$ cat src/rtl/reset_sequencer_pkg.sv
`default_nettype none
// ============================================================================
// reset_seq_pkg : sequencer state encoding and default timing constants
// Rev 1.0
// ============================================================================
package reset_seq_pkg;

    typedef enum logic [2:0] {
        ST_HOLD       = 3'd0,
        ST_RELEASE    = 3'd1,
        ST_WAIT_READY = 3'd2,
        ST_GAP        = 3'd3,
        ST_DONE       = 3'd4,
        ST_FAULT      = 3'd5
    } state_t;

    localparam int C_N_STAGES      = 3;
    localparam int C_HOLD_CYCLES   = 120;
    localparam int C_GAP_CYCLES    = 12;
    localparam int C_READY_TIMEOUT = 1200;
    localparam int C_CNT_W         = 11;

    function automatic int idx_width(input int n);
        return (n > 1) ? $clog2(n) : 1;
    endfunction

endpackage
`default_nettype wire

$ cat src/rtl/reset_sequencer_if.sv
`default_nettype none
// ============================================================================
// reset_sequencer_if : per-stage reset/ack bundle plus status outputs
// Rev 1.0
// ============================================================================
interface reset_sequencer_if import reset_seq_pkg::*; #(
    parameter int N_STAGES = C_N_STAGES
) ();
    localparam int IDX_W = idx_width(N_STAGES);

    logic                swResetReq;
    logic [N_STAGES-1:0] stageReady;
    logic [N_STAGES-1:0] stageRstN;
    logic                sysReady;
    logic                fault;
    logic [IDX_W-1:0]    faultStage;

    modport master (
        output swResetReq, stageReady,
        input  stageRstN, sysReady, fault, faultStage
    );

    modport slave (
        input  swResetReq, stageReady,
        output stageRstN, sysReady, fault, faultStage
    );
endinterface
`default_nettype wire

$ cat src/rtl/reset_sequencer_cycle_timer.sv
`default_nettype none
// ============================================================================
// cycle_timer : saturating up-counter with terminal-count compare
// Rev 1.0
// ============================================================================
module cycle_timer import reset_seq_pkg::*; #(
    parameter int CNT_W = C_CNT_W
) (
    input  wire logic             clk,
    input  wire logic             clear,
    input  wire logic             enable,
    input  wire logic [CNT_W-1:0] limit,
    output logic                  tc
);
    logic [CNT_W-1:0] r_count;

    always_ff @(posedge clk) begin
        if (clear) begin
            r_count <= '0;
        end else if (enable && (r_count != {CNT_W{1'b1}})) begin
            r_count <= r_count + 1'b1;
        end
    end

    assign tc = (r_count == limit);
endmodule
`default_nettype wire

$ cat src/rtl/reset_sequencer.sv
`default_nettype none
// ============================================================================
// reset_sequencer : ordered per-stage reset release with ack timeout/loss fault
// Rev 1.0
// ============================================================================
module reset_sequencer import reset_seq_pkg::*; #(
    parameter int N_STAGES      = C_N_STAGES,
    parameter int HOLD_CYCLES   = C_HOLD_CYCLES,
    parameter int GAP_CYCLES    = C_GAP_CYCLES,
    parameter int READY_TIMEOUT = C_READY_TIMEOUT,
    parameter int CNT_W         = C_CNT_W
) (
    input  wire logic         clk,
    input  wire logic         resetPulse,
    reset_sequencer_if.slave  bus
);
    localparam int IDX_W     = idx_width(N_STAGES);
    localparam int C_MAX_CNT = (HOLD_CYCLES > GAP_CYCLES) ?
                               ((HOLD_CYCLES > READY_TIMEOUT) ? HOLD_CYCLES : READY_TIMEOUT) :
                               ((GAP_CYCLES > READY_TIMEOUT) ? GAP_CYCLES : READY_TIMEOUT);

    localparam logic [CNT_W-1:0] C_HOLD_LIM = CNT_W'(HOLD_CYCLES - 1);
    localparam logic [CNT_W-1:0] C_GAP_LIM  = CNT_W'(GAP_CYCLES - 1);
    localparam logic [CNT_W-1:0] C_TO_LIM   = CNT_W'(READY_TIMEOUT - 1);
    localparam logic [IDX_W-1:0] C_LAST_IDX = IDX_W'(N_STAGES - 1);

    if (C_MAX_CNT > (2 ** CNT_W) - 1) begin : g_cnt_w_check
        $error("reset_sequencer: CNT_W too small for the configured cycle counts");
    end

    state_t              r_state,       w_state_nxt;
    logic [IDX_W-1:0]    r_idx,         w_idx_nxt;
    logic [N_STAGES-1:0] r_stage_rst_n, w_stage_rst_n_nxt;
    logic                r_sys_ready,   w_sys_ready_nxt;
    logic                r_fault,       w_fault_nxt;
    logic [IDX_W-1:0]    r_fault_stage, w_fault_stage_nxt;

    logic             w_timer_clear_req;
    logic             w_timer_en;
    logic [CNT_W-1:0] w_timer_limit;
    logic             w_timer_tc;

    cycle_timer #(.CNT_W(CNT_W)) u_timer (
        .clk    (clk),
        .clear  (!resetPulse || w_timer_clear_req),
        .enable (w_timer_en),
        .limit  (w_timer_limit),
        .tc     (w_timer_tc)
    );

    always_comb begin
        w_state_nxt       = r_state;
        w_idx_nxt         = r_idx;
        w_stage_rst_n_nxt = r_stage_rst_n;
        w_sys_ready_nxt   = r_sys_ready;
        w_fault_nxt       = r_fault;
        w_fault_stage_nxt = r_fault_stage;
        w_timer_clear_req = 1'b0;
        w_timer_en        = 1'b0;
        w_timer_limit     = '0;

        if (bus.swResetReq) begin
            // Held request keeps the hold counter parked at zero
            w_state_nxt       = ST_HOLD;
            w_idx_nxt         = '0;
            w_stage_rst_n_nxt = '0;
            w_sys_ready_nxt   = 1'b0;
            w_fault_nxt       = 1'b0;
            w_fault_stage_nxt = '0;
            w_timer_clear_req = 1'b1;
        end else begin
            case (r_state)
                ST_HOLD: begin
                    w_timer_en    = 1'b1;
                    w_timer_limit = C_HOLD_LIM;
                    if (w_timer_tc) w_state_nxt = ST_RELEASE;
                end
                ST_RELEASE: begin
                    w_stage_rst_n_nxt[r_idx] = 1'b1;
                    w_timer_clear_req        = 1'b1;
                    w_state_nxt              = ST_WAIT_READY;
                end
                ST_WAIT_READY: begin
                    w_timer_en    = 1'b1;
                    w_timer_limit = C_TO_LIM;
                    // Timeout outranks an ack landing on the same edge
                    if (w_timer_tc) begin
                        w_state_nxt       = ST_FAULT;
                        w_fault_nxt       = 1'b1;
                        w_fault_stage_nxt = r_idx;
                        w_sys_ready_nxt   = 1'b0;
                        w_stage_rst_n_nxt = '0;
                    end else if (bus.stageReady[r_idx]) begin
                        if (r_idx == C_LAST_IDX) begin
                            w_state_nxt     = ST_DONE;
                            w_sys_ready_nxt = 1'b1;
                        end else begin
                            w_state_nxt       = ST_GAP;
                            w_timer_clear_req = 1'b1;
                        end
                    end
                end
                ST_GAP: begin
                    w_timer_en    = 1'b1;
                    w_timer_limit = C_GAP_LIM;
                    if (w_timer_tc) begin
                        w_idx_nxt   = r_idx + 1'b1;
                        w_state_nxt = ST_RELEASE;
                    end
                end
                ST_DONE: begin
                    if (!(&bus.stageReady)) begin
                        w_state_nxt       = ST_FAULT;
                        w_fault_nxt       = 1'b1;
                        w_sys_ready_nxt   = 1'b0;
                        w_stage_rst_n_nxt = '0;
                        for (int i = N_STAGES - 1; i >= 0; i--) begin
                            if (!bus.stageReady[i]) w_fault_stage_nxt = IDX_W'(i);
                        end
                    end
                end
                ST_FAULT: begin
                    w_state_nxt = ST_FAULT;
                end
                default: begin
                    w_state_nxt       = ST_FAULT;
                    w_fault_nxt       = 1'b1;
                    w_sys_ready_nxt   = 1'b0;
                    w_stage_rst_n_nxt = '0;
                end
            endcase
        end
    end

    always_ff @(posedge clk) begin
        if (!resetPulse) begin
            r_state       <= ST_HOLD;
            r_idx         <= '0;
            r_stage_rst_n <= '0;
            r_sys_ready   <= 1'b0;
            r_fault       <= 1'b0;
            r_fault_stage <= '0;
        end else begin
            r_state       <= w_state_nxt;
            r_idx         <= w_idx_nxt;
            r_stage_rst_n <= w_stage_rst_n_nxt;
            r_sys_ready   <= w_sys_ready_nxt;
            r_fault       <= w_fault_nxt;
            r_fault_stage <= w_fault_stage_nxt;
        end
    end

    assign bus.stageRstN  = r_stage_rst_n;
    assign bus.sysReady   = r_sys_ready;
    assign bus.fault      = r_fault;
    assign bus.faultStage = r_fault_stage;
endmodule
`default_nettype wire

$ cat src/flat_wrapper.sv
// flat-port wrapper written by rule: the top's interface ports become plain ports
module reset_sequencer_flat import reset_seq_pkg::*;
#(
    parameter int N_STAGES      = C_N_STAGES,
    parameter int HOLD_CYCLES   = C_HOLD_CYCLES,
    parameter int GAP_CYCLES    = C_GAP_CYCLES,
    parameter int READY_TIMEOUT = C_READY_TIMEOUT,
    parameter int CNT_W         = C_CNT_W
)
  (clk, resetPulse, bus_swResetReq, bus_stageReady, bus_stageRstN, bus_sysReady, bus_fault, bus_faultStage);
  reset_sequencer_if #(.N_STAGES(N_STAGES)) bus_i ();
  input  wire logic clk;
  input  wire logic resetPulse;
  input wire logic [$bits(bus_i.swResetReq)-1:0] bus_swResetReq;
  input wire logic [$bits(bus_i.stageReady)-1:0] bus_stageReady;
  output wire logic [$bits(bus_i.stageRstN)-1:0] bus_stageRstN;
  output wire logic [$bits(bus_i.sysReady)-1:0] bus_sysReady;
  output wire logic [$bits(bus_i.fault)-1:0] bus_fault;
  output wire logic [$bits(bus_i.faultStage)-1:0] bus_faultStage;
  assign bus_i.swResetReq = bus_swResetReq;
  assign bus_i.stageReady = bus_stageReady;
  assign bus_stageRstN = bus_i.stageRstN;
  assign bus_sysReady = bus_i.sysReady;
  assign bus_fault = bus_i.fault;
  assign bus_faultStage = bus_i.faultStage;
  reset_sequencer #(.N_STAGES(N_STAGES), .HOLD_CYCLES(HOLD_CYCLES), .GAP_CYCLES(GAP_CYCLES), .READY_TIMEOUT(READY_TIMEOUT), .CNT_W(CNT_W)) u_core (.clk(clk), .resetPulse(resetPulse), .bus(bus_i));
endmodule
$ cat config.mk
export PLATFORM = sky130hd
export DESIGN_NAME = reset_sequencer_flat
export DESIGN_NICKNAME = d
export VERILOG_FILES = /design/src/rtl/reset_sequencer_pkg.sv /design/src/rtl/reset_sequencer_if.sv /design/src/rtl/reset_sequencer_cycle_timer.sv /design/src/rtl/reset_sequencer.sv /design/src/flat_wrapper.sv
export SDC_FILE = /design/constraint.sdc
export NUM_CORES = 1
export LEC_CHECK = 0
export BUFFER_PORTS_ARGS = -buffer_cell sky130_fd_sc_hd__buf_2
export CAP_MARGIN = 5
export CELL_PAD_IN_SITES_DETAIL_PLACEMENT = 0
export CELL_PAD_IN_SITES_GLOBAL_PLACEMENT = 1
export CORE_MARGIN = 5
export CORE_UTILIZATION = 30
export CTS_BUF_LIST = sky130_fd_sc_hd__clkbuf_16
export CTS_CLUSTER_SIZE = 8
export DETAILED_ROUTE_END_ITERATION = 6
export PLACE_DENSITY_LB_ADDON = 0.05
export SLEW_MARGIN = 30
export SYNTH_ARGS = -nofsm -noshare
export SYNTH_HDL_FRONTEND = slang
export SYNTH_SLANG_ARGS = --single-unit
$ cat constraint.sdc
create_clock -name clk -period 2.7 [get_ports clk]
set_input_delay 0 -clock clk [delete_from_list [all_inputs] [get_ports clk]]
set_output_delay 0 -clock clk [all_outputs]
set_load 0.02 [all_outputs]
; After elaboration in Yosys (flattened, before gate mapping)
; Cells that the tools add are included.
[classes]
n_addsub = 2
magnitude_cmp = 2
n_eq_ne = 14
muxes = 36
bitwise_logic = 4
n_reduce_logical = 18
[op_table]
columns = operator, n
row1 = one-hot mux 11 bit (3 select lines), 1
row2 = one-hot mux 3 bit (4 select lines), 2
row3 = two-way mux 3 bit, 7
row4 = two-way mux 1 bit, 14
row5 = AND reduction 3 bit, 4
row6 = adder 11 x 1 -> 11 bit (second input constant), 1
row7 = == test 11 bit, 1
row8 = two-way mux 11 bit, 1
row9 = inequality test 11 bit (second input constant), 1
row10 = two-way mux 2 bit, 5
row11 = AND reduction 4 bit, 2
row12 = == test 3 x 2 -> 1 bit (second input constant), 2
row13 = == test 3 bit (second input constant), 2
row14 = inequality test 3 x 2 -> 1 bit (second input constant), 2
row15 = one-hot mux 1 bit (3 select lines), 2
row16 = OR reduction 3 bit, 2
row17 = inequality test 2 bit (second input constant), 2
row18 = inequality test 4 bit (second input constant), 1
row19 = one-hot mux 2 bit (2 select lines), 1
row20 = OR reduction 2 bit, 2
row21 = OR reduction 4 bit, 1
row22 = == test 3 x 1 -> 1 bit (second input constant), 1
row23 = zero test 3 bit, 1
row24 = < comparator 2 x 3 -> 1 bit (second input constant), 1
row25 = other kinds (14), 17
[totals]
register_bits = 23
input_bits = 6
out_inout_bits = 7
wordCells = 83

; Longest topological paths before layout
; Gate-level depths: netlist of the first run.
[depth]
word_depth = 8
depth_mapped = 8

; Modules after synthesis
; From an unflattened synthesis of the first run, not the netlist that was laid out.
[hier_totals]
hier_cells = 182
hier_area_um2 = 1612.8
[by_module_without_submodules]
columns = mod, n_inst, cells_per_inst, area_per_inst_um2, seq_area_each_um2
row1 = reset_sequencer, 1, 94, 862.1, 240.2
row2 = cycle_timer, 1, 88, 750.7, 220.2

; Least setup slack after synthesis of the first run
; No wires, ideal clock.
[synth_timing]
path_kind = reg-to-reg
startpoint = reg u_core.u_timer.r_count[4]
endpoint = reg u_core.r_state[0]
setup_time_ns = 0.088
t_arrival_ns = 1.897
required_time_ns = 2.612
path_slack_ns = 0.715
stages_incl_launch_ff = 7
n_path_buf = 2
cell_sequence = dfxtp_1 buf_2 or4_1 a222oi_1 buf_4 nand2_4 a311oi_2
[synth_via]
elab_chain_len = 3
elab_cells_between_ends = 6
classes_between = eq/ne (3) / mux (2) / reduce/logical (1)
[synth_rtl]
columns = item, line_no
row1 = "start, declared", reset_sequencer_cycle_timer.sv:15  ; logic [CNT_W-1:0] r_count;
row2 = "start signal, assigned", reset_sequencer_cycle_timer.sv:21  ; r_count <= r_count + 1'b1;
row3 = == test 11 bit *, reset_sequencer_cycle_timer.sv:25  ; assign tc = (r_count == limit);
row4 = two-way mux 3 bit (tied with other cells), reset_sequencer.sv:87  ; if (w_timer_tc) begin
row5 = one-hot mux 3 bit (4 select lines) / AND reduction 3 bit (equally long branches), -
row6 = "end signal, assigned", reset_sequencer.sv:144  ; r_state <= w_state_nxt;
row7 = "end, declared", reset_sequencer.sv:31  ; state_t r_state, w_state_nxt;
; Every way passes the cells marked *; elsewhere a longest branch is shown, timed or not.
; A chain may end at the register's enable or synchronous reset.

; Worst setup path after layout of the first run
[layout_timing]
startpoint = reg u_core.r_state[2]
endpoint = reg u_core.r_idx[1]
[layout_via]
elab_chain_len = 5
elab_cells_between_ends = 7
classes_between = eq/ne (3) / mux (2) / reduce/logical (2)
[layout_rtl]
columns = item, line_no
row1 = == test 3 x 2 -> 1 bit / zero test 3 bit (equally long branches), reset_sequencer.sv:72  ; case (r_state)
row2 = one-hot mux 11 bit (3 select lines), reset_sequencer.sv:72
row3 = two-way mux 11 bit, reset_sequencer.sv:62  ; if (bus.swResetReq) begin
row4 = == test 11 bit, reset_sequencer_cycle_timer.sv:25
row5 = AND reduction 2 bit (no source line) *, -
row6 = "end signal, assigned", reset_sequencer.sv:145  ; r_idx <= w_idx_nxt;
row7 = "end, declared", reset_sequencer.sv:32  ; logic [IDX_W-1:0] r_idx, w_idx_nxt;
; Marks and branches as above.

==> results of run 1 <==
## Yosys cell counts (all sizes together)
| cell | count |
|---|---|
| a31oi | 5 |
| nand3 | 14 |
| or2 | 2 |
| a311oi | 1 |
| nand4b | 1 |
| xor2 | 3 |
| ha | 4 |
| or4 | 1 |
| nor2b | 3 |
| nand4 | 10 |
| nor4 | 4 |
| and4 | 1 |
| inv | 6 |
| buf | 5 |
| a21oi | 8 |
| a31o | 3 |
| nor2 | 21 |
| or3 | 1 |
| and2b | 1 |
| clkbuf | 4 |
| nand3b | 2 |
| nor3 | 6 |
| nand2b | 3 |
| nor4b | 1 |
| a222oi | 1 |
| mux2i | 4 |
| o21ai | 8 |
| dfxtp | 23 |
| xnor2 | 8 |
| a2111oi | 1 |
| nand2 | 11 |
| a211oi | 1 |
| a21o | 1 |
| a311o | 1 |
| and2 | 1 |
| nor3b | 3 |
| a211o | 1 |
| and3 | 1 |
## worst paths after layout
kind                           from                        to  slack, ns  cells after the start
hold / removal    bus_stageReady[0]  u_core.bus.faultStage[0]       0.10                      3
setup / recovery  u_core.r_state[2]           u_core.r_idx[1]       0.37                      6
hold reg to reg    u_core.bus.fault          u_core.bus.fault       0.47                      2
setup reg to reg  u_core.r_state[2]           u_core.r_idx[1]       0.37                      6
## through the flow
stage / setup slack, ns / hold WS, ns
2_1_floorplan: 0.7153 / 0.1944
3_3_place_gp: 0.4430 / 0.3745
5_1_grt: 0.2039 / 0.1188
3_5_place_dp: 0.3866 / 0.3742
4_1_cts: 0.3536 / 0.1019
6_report: 0.3653 / 0.1024
## worst reg2reg max path, delay by kind of cell, from the launching register on
kind	cells	cell delay, ns
simple gates	3	0.72
flops	1	0.59
compound gates	1	0.46
buf+inv	1	0.28
mux	1	0.17
## routing by layer
layer	track usage, %	vias to the layer above	wire, µm	share of wire [%]
met1	14.50	589	1557	45
met4	5.236	0	44	1.3
met2	20.70	25	1750	50
met5	0	-	0	0
li1	-	659	-	-
met3	2.632	4	119	3.4
## cells in the final DEF (no fill, tap or decap), drive strengths merged, types with 3 or more instances in the layout
| cell | n |
|---|---|
| buf | 18 |
| a31o | 3 |
| inv | 7 |
| mux2i | 4 |
| ha | 4 |
| nand4 | 10 |
| nand2 | 11 |
| dfxtp | 23 |
| nor3 | 6 |
| nand3 | 14 |
| a31oi | 5 |
| xnor2 | 8 |
| nor2 | 21 |
| nor4 | 4 |
| a21oi | 8 |
| nor2b | 3 |
| nor3b | 3 |
| clkbuf | 3 |
| o21ai | 8 |
| xor2 | 3 |
| nand2b | 3 |
## kinds of logic after synthesis
logic type / after synthesis
flops: 23
buf+inv: 15
compound gates: 31
xor+xnor: 11
fa+ha+maj: 4
simple gates: 87
mux: 4
## cell type report
class                      instances  area [µm²]
tap                               52       65.06
fill                             469        2810
sequential                        23       460.4
multi-input combinational        137       872.1
inverter                           6       22.52
clock buffer                       3       75.07
clock inverter                     1       3.754
timing repair buffer              18       105.1
## flip-flops by register name, indices dropped and copies added (netlist names)
| signal | cells |
|---|---|
| u_core.u_timer.r_count | 11 |
| u_core.r_idx | 2 |
| u_core.bus.sysReady | 1 |
| u_core.bus.stageRstN | 3 |
| u_core.r_state | 3 |
| u_core.bus.fault | 1 |
| u_core.bus.faultStage | 2 |
## power groups by stage
stage	clock, mW	combinational, mW	sequential [mW]
after floorplan	0	0.0510	0.354
after global placement	0	0.0716	0.356
after detailed placement	0	0.0732	0.356
after CTS	0.334	0.0734	0.348
after global routing	0.349	0.0807	0.349
final	0.321	0.0726	0.349
==> results.ini, run 1 <==
[route]
wl_per_cell_um=14.47
vias_per_cell=5.321
dr.pass1.iters=4
wl_mm=3.472
drt_drc_violations_left=0
drtIter0Drc=90
final_antenna_net_count=0
vias=1277

[floorplan]
start_util_pct=31.46
dieArea_mm2=0.006090
die_y_um=78.04
rows=24
core_area_mm2=0.004414
ioPinCount=13
die-width_um=78.04

[run_status]
status=completed

[layout]
design_area_mm2=0.001604
antenna_cells=0
area_growth_pct=15.50
drive_gt1_share_pct=15.96
post-route-util_pct=36.34
finalNonFillerCells=240
final_nets=199

[synthesis]
synth_compound_area_share_pct=14.86
synth_xor_area_share_pct=6.937
syn_inst=175
seq_area_frac_synth_pct=33.15
netlist_area_mm2=0.001389
yosys_warnings=0
netlist.area_leader.share_pct=33.15
synth_top_family_by_area=simple AND/OR/NAND/NOR gates
synthDistinctLibCells=42
synthSimpleGateAreaFrac_pct=33.69
synth_seq_cells=23
synthAdderAreaFrac_pct=3.604
synth.area.mux_share_pct=2.883
post-synth-top-area-cell=dfxtp_1
avgSynthCellArea_um2=7.936
synthTopCellsByArea=dfxtp_1 (33%), nor2_1 (5.7%), nand3_1 (5.0%)
syn_nets=185

[setup_path]
critPathMaxStageDelay_ns=0.59
cp_slowest_cell=dfxtp_1
critPathLaunchType=register
cp.required_ns=2.84
criticalPathCategory=reg2reg
cp.buffers_inverters=1
arrival_ns=2.48
crit_family=simple AND/OR/NAND/NOR gates
cp_max_fo=14
crit_chain=nor3_2 -> or4_1 -> a222oi_1 -> buf_4 -> nand4_1 -> mux2i_1
end_kind=register

[clock_tree]
cts-buffers-inserted=3
cts_resized=0
clock_latency_ns=0.25
max-clock-path-buffers=2
cts_hold_buf=0
clock_sinks=23
cts_tree=built
clk_pin_slew_ns=0.06
cts_root_buf=clkbuf_16
cts_setup_buffers=0
cts_max_level=1

[place]
dp_hpwl_mm=2.639
gp_congestion=0.8375
placed_cell_area_mm2=0.001525
place_inst=236
port_buffers=12

[run]
maxCapViolCount=0

[timing]
finalCritPeriodShare_pct=86.47
setup_tns_ns=0
worstMarginPinSlew_ns=0.5827
setup-violations-final=0
fmax_mhz=428.3
hold_viol_final=0
drv_slew=0
fin_skew_ns=0.001502
period_minus_slack_ns=2.335
rsz0062_at_grt=no
max_slew_margin_pct=61.03

[power_and_ir_drop]
cell_internal_pwr_mw=0.5679
peakVddDrop_uv=195.0
clkPwrFrac_pct=43.2
finalPower_mw=0.7420
leakagePower_nw=0.5923
p_sw_share_pct=23.46
powerDensity_mw_per_mm2=462.6
p_sw_mw=0.1740
seqPwrFrac_pct=47.0
combPwrFrac_pct=9.8

[grt]
grt.total_usage_pct=12.11
overflow=0
grt_pass1_wl_mm=6.044
grt_start_max_net_pins=15
grt_pass1_vias=1284
antenna_found_initial=0

[hold_path]
worstHoldPathType=in2reg

(Power assumes the default switching activity.)
==> run 2, diff against run 1 <==
--- a/config.mk
+++ b/config.mk
@@ -9,12 +9,12 @@
 export CAP_MARGIN = 5
 export CELL_PAD_IN_SITES_DETAIL_PLACEMENT = 0
 export CELL_PAD_IN_SITES_GLOBAL_PLACEMENT = 1
-export CORE_MARGIN = 5
 export CORE_UTILIZATION = 30
 export CTS_BUF_LIST = sky130_fd_sc_hd__clkbuf_16
 export CTS_CLUSTER_SIZE = 8
 export DETAILED_ROUTE_END_ITERATION = 6
 export PLACE_DENSITY_LB_ADDON = 0.05
+export SETUP_SLACK_MARGIN = 0.1
 export SLEW_MARGIN = 30
 export SYNTH_ARGS = -nofsm -noshare
 export SYNTH_HDL_FRONTEND = slang
==> constraint.sdc (replaced) <==
create_clock -name clk -period 2.2 [get_ports clk]
set_input_delay 0 -clock clk [delete_from_list [all_inputs] [get_ports clk]]
set_output_delay 0 -clock clk [all_outputs]
set_load 0.02 [all_outputs]
==> run 2 against run 1 <==
Fmax grew 17%. Combinational power grew 40%. Sequential share of layout area shrank 1.1 points. Critical path depth grew 1. Sequential cell count is the same. Register-to-register slack lost 0.16 ns. Hold slack gained 0.0054 ns. Highest routed layer unchanged.
==> results.ini, run 2 (same netlist as run 1, synthesis figures left out) <==
[run_status]
status=completed

[clock_tree]
cts_max_level=1
max-clock-path-buffers=2
clock_sinks=23
cts_tree=built
clock_latency_ns=0.26
clk_pin_slew_ns=0.06
cts-buffers-inserted=3
cts_root_buf=clkbuf_16
cts_resized=0

[layout]
regMostFlops=u_core.u_timer.r_count
final_nets=208
antenna_cells=0
final_common_cell=dfxtp_1
largest_reg_flops=11
fillers=478
layout_common_cells=dfxtp_1 (23), nor2_1 (21), buf_4 (15)
area_growth_pct=20.00
finalNonFillerCells=249
drive_gt1_share_pct=19.80

[route]
final_antenna_net_count=0
dr.pass1.iters=4
wl_mm=3.539
vias=1334
wl_per_cell_um=14.21
vias_per_cell=5.357
drt_drc_violations_left=0
drtIter0Drc=54

[timing]
setup-violations-final=0
fin_skew_ns=0.008174
hold_viol_final=0
max_slew_margin_pct=73.40
worstMarginPinSlew_ns=0.3935
drv_slew=0
finalCritPeriodShare_pct=90.69
period_minus_slack_ns=1.995
fmax_mhz=501.2
setup_tns_ns=0
rsz0062_at_grt=no

[grt]
grt_pass1_wl_mm=5.906
grt_start_max_net_pins=14
antenna_found_initial=0
grt.total_usage_pct=15.17
overflow=0
grt_pass1_vias=1312

[floorplan]
rows=24
dieArea_mm2=0.004906
die-width_um=70.04
start_util_pct=31.46
core_area_mm2=0.004414
ioPinCount=13
die_y_um=70.04

[setup_path]
critPathMaxStageDelay_ns=0.41
cp.required_ns=2.37
arrival_ns=2.16
cp_max_fo=7
criticalPathCategory=reg2reg
critPathLaunchType=register
end_kind=register
critPathMostFrequentCell=buf_4
crit_chain=nor3_2 -> or4_1 -> a222oi_1 -> buf_4 -> buf_4 -> nand2_4 -> a311oi_2
cp_slowest_cell=dfxtp_1

[place]
port_buffers=12
dp_hpwl_mm=2.712
place_inst=242
gp_congestion=0.7807

[power_and_ir_drop]
leakagePower_nw=0.6376
finalPower_mw=0.9284
powerDensity_mw_per_mm2=557.1
peakVddDrop_uv=295.5

[hold_path]
worstHoldPathType=in2reg

[run]
maxCapViolCount=0

-- run 2: cell count changes in the layout (fill, tap and decap cells not counted) --
cell      before  now
buf_4          6   15
inv_1          7    6
a31oi_1        4    5
a31oi_2        1    0
clkinv_2       0    1
-- run 2: layout make-up --
| class | count | area (µm²) | share of cell area [%] |
|---|---|---|---|
| inverter | 6 | 22.52 | 1.351 |
| tap | 52 | 65.06 | 3.904 |
| clock inverter | 1 | 5.005 | 0.3003 |
| clock buffer | 3 | 75.07 | 4.505 |
| sequential | 23 | 460.4 | 27.63 |
| timing repair buffer | 27 | 172.7 | 10.36 |
| multi-input combinational | 137 | 865.8 | 51.95 |
-- run 2: power by group --
part | switching [mW] | internal [mW] | total [mW]
Clock | 0.156 | 0.245 | 0.401
Combinational | 0.0595 | 0.0428 | 0.102
Sequential | 0.00485 | 0.420 | 0.425
Total | 0.221 | 0.708 | 0.928
-- run 2: critical path, delay by kind of cell, from the launching register on --
family,cells,cell delay [ns]
compound gates,2,0.61
simple gates,3,0.54
flops,1,0.41
buf+inv,2,0.34
-- run 2: per-stage QoR --
stage | cell area, µm² | hold slack [ns] | setup WS, ns | util (%)
CTS | 1644 | 0.1121 | 0.1901 | 37.24
floorplan | 1389 | 0.1944 | 0.2153 | -
global placement | 1564 | 0.3735 | 0.2450 | 35.43
detailed placement | 1564 | 0.3829 | 0.2171 | 35.43
global route | 1667 | 0.1271 | 0.1462 | 37.76
finish | 1667 | 0.1078 | 0.2047 | 37.76
-- run 2: path summary, 6_finish.rpt --
kind / depth (start not counted) / end / from / slack [ns]
setup reg to reg: 7 / u_core.r_state[0] / u_core.r_state[2] / 0.20
hold / removal: 3 / u_core.bus.faultStage[0] / bus_stageReady[0] / 0.11
hold reg to reg: 2 / u_core.bus.fault / u_core.bus.fault / 0.46
setup / recovery: 7 / u_core.r_state[0] / u_core.r_state[2] / 0.20
-- run 2: what timing repair did --
| item | CTS | global route |
|---|---|---|
| setup endpoints to repair | 0 | 1 |
| setup buffers | 0 | 3 |
| hold buffers | 0 | 0 |
-- run 2: metal layers --
layer  up-vias  global-route usage (%)  part of all wire (%)
met4         0                   8.000                   2.5
li1        679                       -                     -
met2        18                   29.06                    51
met3         8                   2.165                   2.1
met5         -                       0                     0
met1       629                   15.71                    44
==> run 3, diff against run 2 <==
--- a/config.mk
+++ b/config.mk
@@ -9,8 +9,7 @@
 export CAP_MARGIN = 5
 export CELL_PAD_IN_SITES_DETAIL_PLACEMENT = 0
 export CELL_PAD_IN_SITES_GLOBAL_PLACEMENT = 1
-export CORE_UTILIZATION = 30
-export CTS_BUF_LIST = sky130_fd_sc_hd__clkbuf_16
+export CORE_UTILIZATION = 43
 export CTS_CLUSTER_SIZE = 8
 export DETAILED_ROUTE_END_ITERATION = 6
 export PLACE_DENSITY_LB_ADDON = 0.05
==> run 3 against run 2 <==
Sequential share of layout area increased by 1.1 points. Non-clock buffer count decreased by 1. Routed wire length decreased by 10%. Critical path type unchanged. Critical endpoint is now u_core.r_idx[1].
==> results.ini, run 3 (same netlist as run 1, synthesis figures left out) <==
[timing]
setup-violations-final=0
setup_tns_ns=0
period_minus_slack_ns=2.011
fin_skew_ns=0.01152
drv_slew=0
rsz0062_at_grt=no
worstMarginPinSlew_ns=0.5665
max_slew_margin_pct=62.11
fmax_mhz=497.2
hold_viol_final=0
finalCritPeriodShare_pct=91.43
finalHoldWorstSlack_ns=0.02620

[floorplan]
start_util_pct=45.49
dieArea_mm2=0.003461
ioPinCount=13
core_area_mm2=0.003053
rows=20
die-width_um=58.83
die_y_um=58.83

[setup_path]
critPathMostFrequentCell=buf_4
r2r_setup_slack_ns=0.19
critPathMaxStageDelay_ns=0.35
crit_chain=nand2b_1 -> a211o_1 -> a222oi_1 -> buf_4 -> buf_4 -> nand4_1 -> mux2i_1
reg2reg_depth=7
reg2reg_from=u_core.r_state[1]
end_kind=register
arrival_ns=2.22
cp.required_ns=2.41
cp_max_fo=12
r2r-end=u_core.r_idx[1]
crit_family=compound AO/OA/AOI/OAI gates
criticalPathCategory=reg2reg
critPathLaunchType=register
cp.buffers_inverters=2
cp_slowest_cell=dfxtp_1

[power_and_ir_drop]
powerDensity_mw_per_mm2=448.4
peakVddDrop_uv=230.0
leakagePower_nw=0.6106

[layout]
area_growth_pct=15.95
final_nets=207
finalNonFillerCells=240
post-route-util_pct=52.75
drive_gt1_share_pct=20.92
largest_reg_flops=11
layout_common_cells=nor2_1 (21), dfxtp_1 (21), nand3_1 (14), buf_4 (14), buf_2 (12)
design_area_mm2=0.001610
regMostFlops=u_core.u_timer.r_count
antenna_cells=0

[clock_tree]
cts_tree=built
cts_hold_buf=0
cts_max_level=1
clk_pin_slew_ns=0.13
clock_sinks=23
clock_latency_ns=0.32
cts-buffers-inserted=3
max-clock-path-buffers=2
cts_root_buf=clkbuf_4

[place]
gp_congestion=0.8169
place_inst=235
placed_cell_area_mm2=0.001562
port_buffers=12
dp_hpwl_mm=2.439

[hold_path]
hold_depth=3
worstHoldEndpoint=u_core.bus.faultStage[0]
worstHoldPathType=in2reg
min_from=bus_stageReady[0]

[grt]
grt_pass1_wl_mm=5.727
grt_start_max_net_pins=13
antenna_found_initial=0
grt.total_usage_pct=21.42
overflow=0
grt_pass1_vias=1318

[route]
vias=1320
wl_mm=3.177
drt_drc_violations_left=0
final_antenna_net_count=0
vias_per_cell=5.500
wl_per_cell_um=13.24
dr.pass1.iters=6
drtIter0Drc=49

[run_status]
status=completed

[run]
maxCapViolCount=0

==> run 3: cell types whose count changed in the layout (fill, tap and decap cells not counted), sizes merged <==
cell / before / now
buf: 27 / 26
clkbuf: 3 / 4
clkinv: 1 / 0
==> run 3: metal layers <==
layer	routed length [µm]	vias up	track usage, %	share of wire [%]
li1	-	676	-	-
met1	1362	613	24.50	43
met2	1670	23	39.45	53
met3	78	8	3.516	2.5
met4	65	0	8.163	2.0
met5	0	-	0	0
==> run 3: how the worst max path moves through the flow <==
stage | startpoint | cells past startpoint | to
5_1_grt | u_core.r_state[2] | 7 | u_core.r_idx[1]
3_5_place_dp | u_core.r_state[1] | 5 | u_core.u_timer.r_count[5]
2_1_floorplan | u_core.u_timer.r_count[4] | 6 | u_core.r_state[0]
3_3_place_gp | u_core.r_state[1] | 5 | u_core.u_timer.r_count[6]
6_report | u_core.r_state[1] | 7 | u_core.r_idx[1]
4_1_cts | u_core.r_state[0] | 5 | u_core.u_timer.r_count[5]
==> run 3: final cells by class <==
cell class,count,area [µm²]
Inverter,6,22.52
Timing Repair Buffer,26,165.2
Tap cell,44,55.05
Fill cell,312,1443
Sequential cell,23,462.9
Clock buffer,4,26.28
Multi-Input combinational cell,137,878.3
==> run 3: what timing repair did <==
item                                    in CTS  in global routing
setup buffers                                0                  1
gates resized for setup                      0                  3
endpoints found under the hold margin        0                  0
pin swaps                                    0                  1
endpoints found under the setup margin       9                 22
==> run 3: report_power, final <==
group          leakage, nW  switching, mW  total, mW  internal, mW
Sequential           0.186        0.00525      0.426         0.421
Clock               0.0150          0.129      0.200        0.0709
Combinational        0.409         0.0577     0.0966        0.0389
==> run 3: worst reg2reg max path: cells and delay by family, from the launching register on <==
kind                   cells  cell delay [ns]
DFF                        1             0.35
AOI/OAI and AO/OA          2             0.59
muxes                      1             0.16
and+or+nand+nor            2             0.45
buffers and inverters      2             0.37
==> run 3: stage by stage <==
stage,setup WS [ns],power [mW]
finish,0.1886,0.7220
detailed placement,0.1029,0.5270
CTS,0.05015,0.7296
global placement,0.1788,0.5253
global route,0.1042,0.7624
floorplan,0.2153,0.4972
